File: config.mk
export PLATFORM = sky130hd
export DESIGN_NAME = mult_booth
export DESIGN_NICKNAME = d
export VERILOG_FILES = /design/src/rtl/mult_pkg.sv /design/src/rtl/booth_step.sv /design/src/rtl/mult_booth.sv
export SDC_FILE = /design/constraint.sdc
export NUM_CORES = 1
export LEC_CHECK = 0
export ABC_AREA = 1
export CORE_MARGIN = 4
export CORE_UTILIZATION = 59
export DETAILED_ROUTE_END_ITERATION = 6
export PLACE_DENSITY = 0.88
export SKIP_LAST_GASP = 1
export SYNTH_ARGS = -nofsm -noshare
export SYNTH_HDL_FRONTEND = slang
export SYNTH_SLANG_ARGS = --single-unit
export TNS_END_PERCENT = 100
File: constraint.sdc
create_clock -name Clk -period 5 [get_ports Clk]
set_input_delay 0.75 -clock Clk [delete_from_list [all_inputs] [get_ports Clk]]
set_output_delay 0.75 -clock Clk [all_outputs]
set_load 0.05 [all_outputs]
File: src/rtl/mult_pkg.sv
// ============================================================================
//  Module      : mult_pkg
//  Description : Shared types and constants for the sequential Booth
//                multiplier (FSM state encoding, Booth recode pairs,
//                default operand width).
//  Revision    : 1.0 - initial release
// ============================================================================
`default_nettype none

package mult_pkg;

  localparam int DEFAULT_WIDTH = 32;

  // {Q[0], Q_1} pairs that require an add or a subtract of M.
  localparam logic [1:0] BOOTH_ADD = 2'b01;
  localparam logic [1:0] BOOTH_SUB = 2'b10;

  typedef enum logic [1:0] {
    IDLE = 2'b00,
    RUN  = 2'b01,
    DONE = 2'b10
  } state_t;

endpackage

`default_nettype wire

File: src/rtl/booth_step.sv
// ============================================================================
//  Module      : booth_step
//  Description : One radix-2 Booth iteration, purely combinational.
//                Chooses A, A+M or A-M from {Q[0],Q_1}, then arithmetically
//                shifts {A,Q,Q_1} right by one bit.
//  Ports       : A_i  [AW-1:0]  partial product (upper part)
//                M_i  [AW-1:0]  sign/zero-extended multiplicand
//                Q_i  [QW-1:0]  multiplier / low product bits
//                Q1_i           previously shifted-out multiplier bit
//                A_o, Q_o, Q1_o shifted results
//  Revision    : 1.0 - initial release
// ============================================================================
`default_nettype none

module booth_step
  import mult_pkg::*;
#(
  parameter int AW = 33,
  parameter int QW = 32
) (
  input  logic [AW-1:0] A_i,
  input  logic [AW-1:0] M_i,
  input  logic [QW-1:0] Q_i,
  input  logic          Q1_i,
  output logic [AW-1:0] A_o,
  output logic [QW-1:0] Q_o,
  output logic          Q1_o
);

  logic [AW-1:0] w_sum;

  always_comb begin
    w_sum = A_i;
    case ({Q_i[0], Q1_i})
      BOOTH_ADD: w_sum = A_i + M_i;
      BOOTH_SUB: w_sum = A_i - M_i;
      default:   w_sum = A_i;
    endcase
    // Arithmetic right shift: the sign of the new A is replicated at the top.
    {A_o, Q_o, Q1_o} = {w_sum[AW-1], w_sum, Q_i};
  end

endmodule

`default_nettype wire

File: src/rtl/mult_booth.sv
// ============================================================================
//  Module      : mult_booth
//  Description : Sequential signed WIDTHxWIDTH radix-2 Booth multiplier with
//                Start/Fim handshake. One recoded bit per negative clock
//                edge; 2*WIDTH-bit product delivered on Hi/Lo.
//  Ports       : Clk          clock (state changes on the falling edge)
//                Reset        asynchronous active-low reset
//                MultA/MultB  operands, sampled on the accepting edge only
//                MultStart    start request, honoured in IDLE
//                MultUnsigned unsigned-mode select (MULT_UNSIGNED_EN only)
//                MultBusy     high while RUN or DONE
//                MultFim      one-cycle completion pulse
//                Hi/Lo        upper/lower half of the last product
//  Options     : MULT_UNSIGNED_EN - adds MultUnsigned (multu support)
//  Revision    : 1.0 - initial release
// ============================================================================
`default_nettype none

module mult_booth
  import mult_pkg::*;
#(
  parameter int WIDTH = DEFAULT_WIDTH
) (
  input  logic             Clk,
  input  logic             Reset,
  input  logic [WIDTH-1:0] MultA,
  input  logic [WIDTH-1:0] MultB,
  input  logic             MultStart,
`ifdef MULT_UNSIGNED_EN
  input  logic             MultUnsigned,
`endif
  output logic             MultBusy,
  output logic             MultFim,
  output logic [WIDTH-1:0] Hi,
  output logic [WIDTH-1:0] Lo
);

  localparam int AW = WIDTH + 1;
`ifdef MULT_UNSIGNED_EN
  // One extra multiplier bit so a zero-extended operand fits.
  localparam int QW = WIDTH + 1;
`else
  localparam int QW = WIDTH;
`endif
  localparam int CW = $clog2(WIDTH + 2);

  state_t          state_q, state_d;
  logic [AW-1:0]   a_q, a_d;
  logic [AW-1:0]   m_q, m_d;
  logic [QW-1:0]   q_q, q_d;
  logic            q1_q, q1_d;
  logic [CW-1:0]   count_q, count_d;
  logic [WIDTH-1:0] hi_q, hi_d;
  logic [WIDTH-1:0] lo_q, lo_d;
`ifdef MULT_UNSIGNED_EN
  logic            uns_q, uns_d;
`endif

  logic [AW-1:0]   a_sh;
  logic [QW-1:0]   q_sh;
  logic            q1_sh;
  logic [CW-1:0]   last_cnt;

  booth_step #(
    .AW (AW),
    .QW (QW)
  ) u_step (
    .A_i  (a_q),
    .M_i  (m_q),
    .Q_i  (q_q),
    .Q1_i (q1_q),
    .A_o  (a_sh),
    .Q_o  (q_sh),
    .Q1_o (q1_sh)
  );

`ifdef MULT_UNSIGNED_EN
  assign last_cnt = uns_q ? CW'(WIDTH) : CW'(WIDTH - 1);
`else
  assign last_cnt = CW'(WIDTH - 1);
`endif

  always_ff @(negedge Clk or negedge Reset) begin
    if (!Reset) begin
      state_q <= IDLE;
      a_q     <= '0;
      m_q     <= '0;
      q_q     <= '0;
      q1_q    <= 1'b0;
      count_q <= '0;
      hi_q    <= '0;
      lo_q    <= '0;
`ifdef MULT_UNSIGNED_EN
      uns_q   <= 1'b0;
`endif
    end else begin
      state_q <= state_d;
      a_q     <= a_d;
      m_q     <= m_d;
      q_q     <= q_d;
      q1_q    <= q1_d;
      count_q <= count_d;
      hi_q    <= hi_d;
      lo_q    <= lo_d;
`ifdef MULT_UNSIGNED_EN
      uns_q   <= uns_d;
`endif
    end
  end

  always_comb begin
    state_d = state_q;
    a_d     = a_q;
    m_d     = m_q;
    q_d     = q_q;
    q1_d    = q1_q;
    count_d = count_q;
    hi_d    = hi_q;
    lo_d    = lo_q;
`ifdef MULT_UNSIGNED_EN
    uns_d   = uns_q;
`endif

    case (state_q)
      IDLE: begin
        if (MultStart) begin
`ifdef MULT_UNSIGNED_EN
          uns_d = MultUnsigned;
          if (MultUnsigned) begin
            m_d = {1'b0, MultA};
            q_d = {1'b0, MultB};
          end else begin
            m_d = {MultA[WIDTH-1], MultA};
            q_d = {MultB[WIDTH-1], MultB};
          end
`else
          m_d = {MultA[WIDTH-1], MultA};
          q_d = MultB;
`endif
          a_d     = '0;
          q1_d    = 1'b0;
          count_d = '0;
          state_d = RUN;
        end
      end

      RUN: begin
        a_d     = a_sh;
        q_d     = q_sh;
        q1_d    = q1_sh;
        count_d = count_q + CW'(1);
        if (count_q == last_cnt) begin
`ifdef MULT_UNSIGNED_EN
          if (uns_q) begin
            // WIDTH+1 shifts: the whole Q register holds low product bits.
            hi_d = {a_sh[WIDTH-2:0], q_sh[WIDTH]};
            lo_d = q_sh[WIDTH-1:0];
          end else begin
            // Only WIDTH shifts: Q[0] still holds the unused extension bit.
            hi_d = a_sh[WIDTH-1:0];
            lo_d = q_sh[WIDTH:1];
          end
`else
          hi_d = a_sh[WIDTH-1:0];
          lo_d = q_sh;
`endif
          state_d = DONE;
        end
      end

      DONE: begin
        state_d = IDLE;
      end

      default: begin
        state_d = IDLE;
      end
    endcase
  end

  assign MultBusy = (state_q != IDLE);
  assign MultFim  = (state_q == DONE);
  assign Hi       = hi_q;
  assign Lo       = lo_q;

endmodule

`default_nettype wire
After elaboration in Yosys (flattened, before gate mapping)
Cells that the tools add are included.
{"block": "totals", "reg_bits": 170, "input_bits": 67, "out_inout_bits": 66, "elab_cells": 37}
{"block": "op_classes", "n_addsub": 3, "muxes": 12, "n_reduce_logical": 7, "eq_ne": 7}
{"operator": "$pmux W33 S2", "n": 2}
{"operator": "$pmux W32 S2", "n": 1}
{"operator": "$add A33 B33 Y33", "n": 1}
{"operator": "$mux W33", "n": 1}
{"operator": "$sub A33 B33 Y33", "n": 1}
{"operator": "$mux W32", "n": 1}
{"operator": "$pmux W6 S2", "n": 1}
{"operator": "$reduce_and A2 Y1", "n": 4}
{"operator": "$add A6 B1 Y6 const B", "n": 1}
{"operator": "$eq A6 B5 Y1 const B", "n": 1}
{"operator": "$mux W6", "n": 1}
{"operator": "$eq A2 B1 Y1 const B", "n": 2}
{"operator": "$eq A2 B2 Y1 const B", "n": 2}
{"operator": "$mux W2", "n": 2}
{"operator": "$ne A2 B2 Y1 const B", "n": 2}
{"operator": "$pmux W2 S2", "n": 1}
{"operator": "$reduce_bool A2 Y1", "n": 2}
{"operator": "$logic_not A2 Y1", "n": 1}
{"operator": "$pmux W1 S2", "n": 1}
{"operator": "$mux W1", "n": 1}

Logic depth before layout (Yosys ltp)
{"block": "depth", "depth_word": 3, "mapped_depth": 25, "ltp_nobuf": 25}

By module
Synthesis repeated with hierarchy kept, for this count alone.
{"block": "unflattened", "cells_unflattened": 1710, "hier_area_um2": 11263.3}
{"module": "mult_booth", "seq_area_each_um2": 4254.1, "area_each_um2": 7074.3, "cells_each": 848, "n_inst": 1}
{"module": "booth_step", "seq_area_each_um2": 0.0, "area_each_um2": 4189.0, "cells_each": 862, "n_inst": 1}

==> key figures <==
Clock tree
  • Clk root buf: clkbuf_16
  • Clock sinks: 169
  • Clock buffer depth: 2
  • TritonCTS clock tree: built
  • Number of CTS-inserted buffers: 17
  • Resize count post-CTS: 2
  • Clock Latency Late Sink: 0.41 ns
  • Clock-pin slew on the worst setup and hold paths: 0.05 ns
  • H-tree depth: 4
  • Hold Buf Count CTS: 0
  • # Post-CTS Setup Buffers: 0

Routing
  • Via count: 9086
  • Drt pass-1 iters: 7
  • WL final: 26400 um
  • # DRC: 0
  • Post-route ant nets: 0
  • WL/cell: 16.1 um
  • Via density per instance: 5.55
  • DRT iter0 DRCs: 799

Setup path
  • Largest stage delay, worst path: 0.87 ns
  • Startpoint Class: register
  • Worst path arrival time: 4.21 ns
  • Worst endpoint required time: 4.25 ns
  • Crit path cell chain: clkdlybuf4s50_1
  • Sum of buffers and inverters on the critical path: 1
  • Type of the worst setup path: register to primary output
  • Worst Path Max Fanout: 2
  • CP endpoint kind: primary output
  • Delay-heaviest family, CP: buffers and inverters
  • CP max stage cell: clkdlybuf4s50_1

GRT
  • First-pass GRT wire length: 43400 um
  • Grt ovf: 0
  • Met3 Usage GRT: 0.0429
  • Most used routing layer: met2
  • Vias in the first global route: 8652
  • Global Route Usage Sum: 0.295
  • Antenna violations before repair: 0
  • GRT met2 Usage: 0.457
  • Largest net degree at the start of global routing: 64
  • Global-route met1 utilization: 0.426

Timing
  • Clk_skew: 0.00862 ns
  • Setup violations, final: 0
  • Max-Slew Margin vs Limit: 0.366
  • Final Max Tran Viols: 0
  • TNS Setup: 0 ns
  • RSZ-0062 raised after global routing: false
  • Worst-Margin Slew: 0.951 ns
  • Final hold viol count: 0

Floorplan
  • Starting density of the core: 0.605
  • Die Area: 18500 um2
  • Num rows: 46
  • Core ar.: 16000 um2
  • Die height: 136 um
  • Die width: 136 um
  • IO Count: 133

Logic synthesis
  • Mean Syn Cell Area: 7.49 um2
  • Main synth FF type: dfrtn_1
  • #FFs+latches synth: 169
  • Register area share after synthesis: 0.437
  • Top cells by area, synth: dfrtn_1, nand2_1, inv_1
  • Library cells used by synthesis: 41
  • Yosys warnings: 0
  • Synth Instances: 1292
  • Mapped Nets: 1395
  • Number of synthesized flops with an enable pin: 0
  • Ys async rst share: 1.00
  • Post-synth top area share: 0.437
  • Mapped Area: 9670 um2
  • Synth area leader: dfrtn_1

Final layout
  • Area growth, synth to finish: 22.1%
  • N_diodes: 0
  • Nets: 1512
  • # fillers: 1246
  • Layout cell share with drive strength beyond 1: 0.0577
  • Most frequent cells in the layout: nand2_1, dfrtn_1, inv_1
  • Commonest non-fill, non-tap cell in the layout: nand2_1

Place
  • IO buf count: 132
  • Gpl congestion: 0.942
  • HPWL Detailed: 19200 um

Run
  • Max-cap viol count: 0

Run status
  • Status: completed

Hold path
  • Min-Delay Path Class: register to register
per-stage QoR:
stage / area (um2) / setup slack (ns) / utilization / hold WS (ns) / cells
2_1_floorplan: 9670 / 0.671 / - / 0.424 / 1292
3_3_place_gp: 11200 / 0.414 / 0.701 / 0.423 / 1606
3_5_place_dp: 11200 / 0.383 / 0.701 / 0.425 / 1606
4_1_cts: 11800 / 0.0278 / 0.738 / 0.428 / 1638
5_1_grt: 11800 / 0.0215 / 0.738 / 0.438 / 1638
6_report: 11800 / 0.0384 / 0.738 / 0.425 / 1638
area by class of cell:
class                   instances  area (um2)  area share
clock buffers                  20         447      0.0378
clock inverters                12         148      0.0125
inverters                     147         553      0.0468
multi-input cells             929        4680       0.397
flip-flops and latches        169        4230       0.358
well taps                     216         270      0.0229
repair buffers                145        1480       0.125
cells in the mapped netlist (5+ instances only):
| master | n |
|---|---|
| buf_2 | 21 |
| a22oi_1 | 8 |
| a21oi_1 | 63 |
| nor4_1 | 5 |
| clkbuf_1 | 20 |
| nand3_1 | 75 |
| inv_1 | 142 |
| nand2_1 | 402 |
| xnor2_1 | 9 |
| or2_2 | 11 |
| o211ai_1 | 12 |
| o22ai_1 | 31 |
| ha_1 | 35 |
| o21ai_1 | 54 |
| dfrtn_1 | 169 |
| xor2_1 | 27 |
| inv_2 | 5 |
| nor2_1 | 93 |
| o21ai_0 | 61 |
metal layers:
metal  share of wire  wire (um)  up-vias
met5               0          0        -
met4           0.024        637        0
li1                -          -     4416
met2            0.46      12100      337
met3           0.062       1640       49
met1            0.46      12000     4284
logic make-up (layout without fill, tap and decap cells):
kind of cell               Yosys count  after routing  synth area share
and+or+nand+nor                    606            606             0.256
AOI/OAI and AO/OA                  249            249             0.145
buffers and inverters              194            324            0.0795
DFF                                169            169             0.437
adders and majority gates           36             36            0.0473
xor gates and xnor gates            36             36            0.0326
muxes                                2              2           0.00207
registers in the layout, indices dropped and copies added, names as in the netlist:
signal and count:
a_q 32, q_q 32, state_q 2, m_q 32, q1_q 1, count_q 6, Hi 32, Lo 32
worst paths after layout:
check	from	endpoint	slack (ns)	cells past startpoint
min	Hi[26]	Hi[26]	0.42	2
min in group asynchronous	Reset	Lo[10]	2.69	1
max	Lo[19]	Lo[19]	0.04	1
max reg2reg	q1_q	Hi[30]	1.22	21
min reg2reg	Hi[26]	Hi[26]	0.42	2
max in group asynchronous	Reset	m_q[16]	1.62	2
Power is not shown: default switching activity piles up to over one toggle a cycle in this logic, so the estimate is an artifact.
